### config.mk
export PLATFORM = sky130hd
export DESIGN_NAME = ram_bus_bridge
export DESIGN_NICKNAME = d
export VERILOG_FILES = /design/src/rtl/ram_bus_bridge.sv
export SDC_FILE = /design/constraint.sdc
export NUM_CORES = 1
export LEC_CHECK = 0
export BUFFER_PORTS_ARGS = -buffer_cell sky130_fd_sc_hd__buf_2
export CAP_MARGIN = 20
export CORE_MARGIN = 2
export CORE_UTILIZATION = 40
export CTS_CLUSTER_DIAMETER = 40
export DETAILED_ROUTE_END_ITERATION = 8
export PLACE_DENSITY = 0.67
export REMOVE_ABC_BUFFERS = 1
export SLEW_MARGIN = 30
export SYNTH_ARGS = -nofsm -noshare
export SYNTH_HDL_FRONTEND = slang
export SYNTH_SLANG_ARGS = --single-unit
### constraint.sdc
create_clock -name clk -period 5.8 [get_ports clk]
set_input_delay 1.16 -clock clk [delete_from_list [all_inputs] [get_ports clk]]
set_output_delay 1.16 -clock clk [all_outputs]
set_load 0.01 [all_outputs]
### src/rtl/ram_bus_bridge.sv
// CPU fetch/data port arbiter and SRAM driver sequencer.
// Word addressing, sub-word read-modify-write, ack watchdog.
module ram_bus_bridge #(
  parameter int unsigned TIMEOUT = 64
) (
  input  logic        clk,
  input  logic        rst,
  input  logic        if_req,
  input  logic [31:0] if_addr,
  output logic [31:0] if_rdata,
  output logic        if_ready,
  input  logic        mem_req,
  input  logic        mem_we,
  input  logic [3:0]  mem_sel,
  input  logic [31:0] mem_addr,
  input  logic [31:0] mem_wdata,
  output logic [31:0] mem_rdata,
  output logic        mem_ready,
  output logic        stall_req,
  output logic        bus_err,
  output logic        ram_enable,
  output logic        ram_read_enable,
  output logic        ram_write_enable,
  output logic [20:0] ram_addr,
  output logic [31:0] ram_data_in,
  input  logic [31:0] ram_data_out,
  input  logic        ram_ack
);

  typedef enum logic [3:0] {
    S_IDLE,
    S_RD_REQ,
    S_RD_WAIT,
    S_WR_REQ,
    S_WR_WAIT,
    S_RMW_RD_REQ,
    S_RMW_RD_WAIT,
    S_RMW_WR_REQ,
    S_RMW_WR_WAIT,
    S_DONE
  } state_e;

  localparam logic [7:0] CntLast = 8'(TIMEOUT - 1);

  state_e      state_q;
  logic        port_mem_q;
  logic [3:0]  sel_q;
  logic [7:0]  cnt_q;
  logic [31:0] if_rdata_q;
  logic [31:0] mem_rdata_q;
  logic        if_ready_q;
  logic        mem_ready_q;
  logic        bus_err_q;
  logic        en_q;
  logic        rd_stb_q;
  logic        wr_stb_q;
  logic [20:0] addr_q;
  logic [31:0] din_q;

  logic [31:0] merge_d;
  logic        grant_ok;
  logic        last_rd;
  logic        rmw_rd;

  // No new grant while a completion pulse is still on the CPU side.
  assign grant_ok = ~(if_ready_q | mem_ready_q);
  assign last_rd  = (state_q == S_RD_WAIT);
  assign rmw_rd   = (state_q == S_RMW_RD_WAIT);

  // Merge store lanes over the word just read back; din_q holds wdata.
  always_comb begin
    merge_d = 32'h0;
    for (int i = 0; i < 4; i++) begin
      merge_d[8*i +: 8] = sel_q[i] ? din_q[8*i +: 8]
                                   : ram_data_out[8*i +: 8];
    end
  end

  // Transaction sequencer with registered strobes, readies and data.
  always_ff @(posedge clk or negedge rst) begin
    if (!rst) begin
      state_q     <= S_IDLE;
      port_mem_q  <= 1'b0;
      sel_q       <= 4'h0;
      cnt_q       <= 8'h0;
      if_rdata_q  <= 32'h0;
      mem_rdata_q <= 32'h0;
      if_ready_q  <= 1'b0;
      mem_ready_q <= 1'b0;
      bus_err_q   <= 1'b0;
      en_q        <= 1'b0;
      rd_stb_q    <= 1'b0;
      wr_stb_q    <= 1'b0;
      addr_q      <= 21'h0;
      din_q       <= 32'h0;
    end else begin
      rd_stb_q    <= 1'b0;
      wr_stb_q    <= 1'b0;
      if_ready_q  <= 1'b0;
      mem_ready_q <= 1'b0;
      bus_err_q   <= 1'b0;
      unique case (state_q)
        S_IDLE: begin
          if (grant_ok && mem_req) begin
            if (!mem_we) begin
              state_q    <= S_RD_REQ;
              port_mem_q <= 1'b1;
              addr_q     <= mem_addr[22:2];
              rd_stb_q   <= 1'b1;
              en_q       <= 1'b1;
            end else if (mem_sel == 4'hF) begin
              state_q    <= S_WR_REQ;
              port_mem_q <= 1'b1;
              addr_q     <= mem_addr[22:2];
              din_q      <= mem_wdata;
              wr_stb_q   <= 1'b1;
              en_q       <= 1'b1;
            end else if (mem_sel == 4'h0) begin
              mem_ready_q <= 1'b1;
            end else begin
              state_q    <= S_RMW_RD_REQ;
              port_mem_q <= 1'b1;
              addr_q     <= mem_addr[22:2];
              din_q      <= mem_wdata;
              sel_q      <= mem_sel;
              rd_stb_q   <= 1'b1;
              en_q       <= 1'b1;
            end
          end else if (grant_ok && if_req) begin
            state_q    <= S_RD_REQ;
            port_mem_q <= 1'b0;
            addr_q     <= if_addr[22:2];
            rd_stb_q   <= 1'b1;
            en_q       <= 1'b1;
          end
        end
        S_RD_REQ: begin
          state_q <= S_RD_WAIT;
          cnt_q   <= 8'h0;
        end
        S_WR_REQ: begin
          state_q <= S_WR_WAIT;
          cnt_q   <= 8'h0;
        end
        S_RMW_RD_REQ: begin
          state_q <= S_RMW_RD_WAIT;
          cnt_q   <= 8'h0;
        end
        S_RMW_WR_REQ: begin
          state_q <= S_RMW_WR_WAIT;
          cnt_q   <= 8'h0;
        end
        S_RD_WAIT, S_WR_WAIT, S_RMW_RD_WAIT, S_RMW_WR_WAIT: begin
          if (ram_ack) begin
            cnt_q <= 8'h0;
            if (rmw_rd) begin
              state_q  <= S_RMW_WR_REQ;
              din_q    <= merge_d;
              wr_stb_q <= 1'b1;
            end else begin
              state_q     <= S_DONE;
              en_q        <= 1'b0;
              if_ready_q  <= ~port_mem_q;
              mem_ready_q <= port_mem_q;
              if (last_rd && port_mem_q) begin
                mem_rdata_q <= ram_data_out;
              end else if (last_rd) begin
                if_rdata_q <= ram_data_out;
              end
            end
          end else if (cnt_q == CntLast) begin
            state_q     <= S_IDLE;
            cnt_q       <= 8'h0;
            en_q        <= 1'b0;
            bus_err_q   <= 1'b1;
            if_ready_q  <= ~port_mem_q;
            mem_ready_q <= port_mem_q;
            if (port_mem_q) begin
              mem_rdata_q <= 32'h0;
            end else begin
              if_rdata_q <= 32'h0;
            end
          end else begin
            cnt_q <= cnt_q + 8'd1;
          end
        end
        S_DONE: begin
          state_q <= S_IDLE;
        end
        default: begin
          state_q <= S_IDLE;
          en_q    <= 1'b0;
        end
      endcase
    end
  end

  assign if_rdata         = if_rdata_q;
  assign if_ready         = if_ready_q;
  assign mem_rdata        = mem_rdata_q;
  assign mem_ready        = mem_ready_q;
  assign bus_err          = bus_err_q;
  assign ram_enable       = en_q;
  assign ram_read_enable  = rd_stb_q;
  assign ram_write_enable = wr_stb_q;
  assign ram_addr         = addr_q;
  assign ram_data_in      = din_q;
  assign stall_req        = rst & (if_req | mem_req)
                            & ~(if_ready_q | mem_ready_q);

endmodule

==> results.tsv <==
stage	metric	value	unit
setup_path	cpPeakStageDelay	0.85	ns
placement	dp_hpwl	11800	um
clocking	root_buffer	clkbuf_16	
placement	io_buffers	239	
setup_path	crit_chain	buf_2 > a21o_1 > a211oi_4 > o211a_1 > buf_4 > mux2_2	
pwr	power_leakage	4.25	nW
yosys	synth_flop_cell	dfrtp_1	
drt	wl_per_cell	17.2	um
pwr	ir_drop	0.262	mV
floorplanning	start_util	41.3	%
setup_path	arrival	3.94	ns
run_status	run_status	finished clean	
setup_path	crit_buf_inv	2	
drt	first_pass_iters	4	
setup_path	critPathRequiredTime	6.10	ns
drt	wl	16300	um
layout	areaGrowthSynthToFinish	31.7	%
clocking	insertion_delay	0.42	ns
clocking	cts_tree	yes	
global_route	grt_antenna_before_repair	0	
sta	fin_crit	3.64	ns
yosys	synth_top_area_share	53.0	%
placement	gp_congestion	0.809	
sta	worst_pin_slew	0.942	ns
pwr	total_power	5.19	mW
global_route	overflow	0	
yosys	async_flop_share	100	%
clocking	clock_sinks	140	
yosys	synth.area.top_cells	dfrtp_1 (53%), mux2_2 (29%), and2_1 (3.2%)	
floorplanning	fp-row-count	46	
global_route	grt_pass1_wl	26800	um
setup_path	slowest_stage	o211a_1	
yosys	synth_edf_count	0	
drt	vias	4871	
clocking	htreeDepth	4	
drt	drc	0	
setup_path	critPathLaunchType	primary input	
yosys	syn-cell-area	0.00661	mm^2
floorplanning	die-width	133	um
sta	fmax	275	MHz
pwr	power_density	596	mW/mm^2
layout	nets	860	
clocking	cts_hold_buf	0	
yosys	yosysWarnings	0	
drt	routed_via_density	5.13	
layout	diodes	0	
yosys	ys_seq_area_share	53.0	%
clocking	post_cts_buffers	0	
global_route	grt_max_degree	86	
setup_path	crit_path_end_kind	flop	
setup_path	cp_top_family	compound AO/OA/AOI/OAI gates	
sta	slew_violations	0	
clocking	clk_pin_slew	0.06	ns
sta	setup_violations	0	
flow_run	max-cap-violations	0	
clocking	clock_path_buffers	2	
drt	ant_nets	0	
sta	setup_tns	0	ns
yosys	synth_cells	486	
drt	drt-initial-drc-count	184	
clocking	cts_buffers	17	
layout	drive_gt1_share	62.8	%
sta	fin_worst_skew	0.00832	ns
clocking	cts.repair.resized	0	
sta	hold_viol	0	
floorplanning	coreArea	0.0160	mm^2
yosys	avgSynthCellArea	13.6	um^2
yosys	ys_seq_elements	140	
yosys	synth_top_cell_by_area	dfrtp_1	
hold_path	hold_path.class	flop to flop	
global_route	grt_pass1_vias	5315	
floorplanning	ioPinCount	262	
setup_path	path_class	primary input to flop	
sta	rsz0062_at_grt	false	
sta	slew_headroom	37.2	%
setup_path	crit_fanout	46	
yosys	ys_types	51	
floorplanning	die_y	133	um
global_route	grt_usage	19.1	%
floorplanning	fp.dieArea	0.0176	mm^2
sta	period_share	62.8	%
[layout make-up]
cell class,instances,area [um^2]
fill,1417,7290
sequential,140,3500
multi-input combinational,314,2990
timing repair buffer,245,1260
clock buffer,18,439
tap,216,270
clock inverter,14,230
inverter,3,11.3
[report_power, final]
group	internal (mW)	switching, mW	total [mW]
clock	0.785	0.438	1.22
sequential	1.43	0.287	1.72
combinational	1.16	1.09	2.25
total	3.37	1.82	5.19
[registers in the layout, summed over array words and instances (netlist names), 4 cells and up]
signal	flops
if_rdata	32
mem_rdata	32
ram_data_in	32
ram_addr	21
cnt_q	8
sel_q	4
state_q	4
[synth_stat cells (2+ instances only)]
library cell,instances
mux2_2,171
o21ai_0,7
nor2b_1,4
a21o_1,2
a22o_1,2
a31oi_1,6
nand3_1,5
nor4_1,3
buf_2,12
and2_1,34
xnor2_1,2
o21bai_1,3
o22ai_1,2
nor3_2,2
nor3b_1,3
a2111oi_4,4
mux2_1,3
or4_1,2
and3_1,3
or3_1,3
nor2_1,7
a2bb2oi_1,2
nor3_1,4
xor2_1,2
a211oi_4,2
a21oi_1,3
and3b_1,2
clkbuf_1,14
nand4_1,2
nand2_1,11
buf_1,3
inv_1,3
dfrtp_1,140
[placed cells by master, fill, tap and decap left out, types with 4 or more instances in the layout]
cell       synthesis  layout
buf_2             12     238
nand3_1            5       5
a2111oi_4          4       4
nor2b_1            4       4
and2_1            34      34
o21ai_0            7       7
nor2_1             7       6
nand2_1           11      11
mux2_2           171     171
a31oi_1            6       6
clkbuf_16          0      17
nor3_1             4       4
inv_6              0       4
dfrtp_1          140     140
buf_4              0       5
bufinv_16          0       5
[worst reg2reg max path, stage by stage, from the launching register on]
cell and delay, ns:
dfrtp_1 0.59, a21o_1 0.31, a211oi_4 0.49, o211a_1 0.85, buf_4 0.38, mux2_2 0.37
[stage by stage]
step	area [um^2]	utilization, %	std cells	worst slack [ns]	hold WS, ns
after global routing	8710	54.4	950	1.96	0.512
after global placement	8020	50.1	917	1.75	0.467
after CTS	8710	54.4	950	2.13	0.492
after floorplan	6490	-	457	2.22	0.458
final	8710	54.4	950	2.16	0.499
after detailed placement	8040	50.2	918	1.69	0.478
[layer usage]
| layer | vias to the layer above | GRT usage, % | share of wire, % |
|---|---|---|---|
| met1 | 2424 | 21.7 | 39 |
| met4 | 0 | 7.89 | 2.4 |
| met3 | 27 | 4.52 | 5.0 |
| met5 | - | 0 | 0 |
| li1 | 2246 | - | - |
| met2 | 174 | 34.3 | 53 |
[cells by family (layout without fill, tap and decap cells)]
group	count (synthesis)	in the layout	synth area share (%)
muxes	174	174	29.6
DFF	140	140	53.0
and+or+nand+nor	91	91	8.29
AOI/OAI and AO/OA	44	44	6.30
buffers and inverters	32	280	2.04
xor gates and xnor gates	4	4	0.530
adders and majority gates	1	1	0.189
[final timing paths]
| path | from | end | slack (ns) | depth (start not counted) |
|---|---|---|---|---|
| max | ram_ack | mem_rdata[10] | 2.16 | 6 |
| min | ram_data_in[16] | ram_data_in[16] | 0.50 | 1 |
| max reg2reg | state_q[3] | mem_rdata[10] | 2.70 | 5 |
| min reg2reg | ram_data_in[16] | ram_data_in[16] | 0.50 | 1 |
| max in group asynchronous | rst | ram_data_in[26] | 3.79 | 2 |
| min in group asynchronous | rst | ram_addr[7] | 0.79 | 1 |
(Power assumes the default switching activity.)
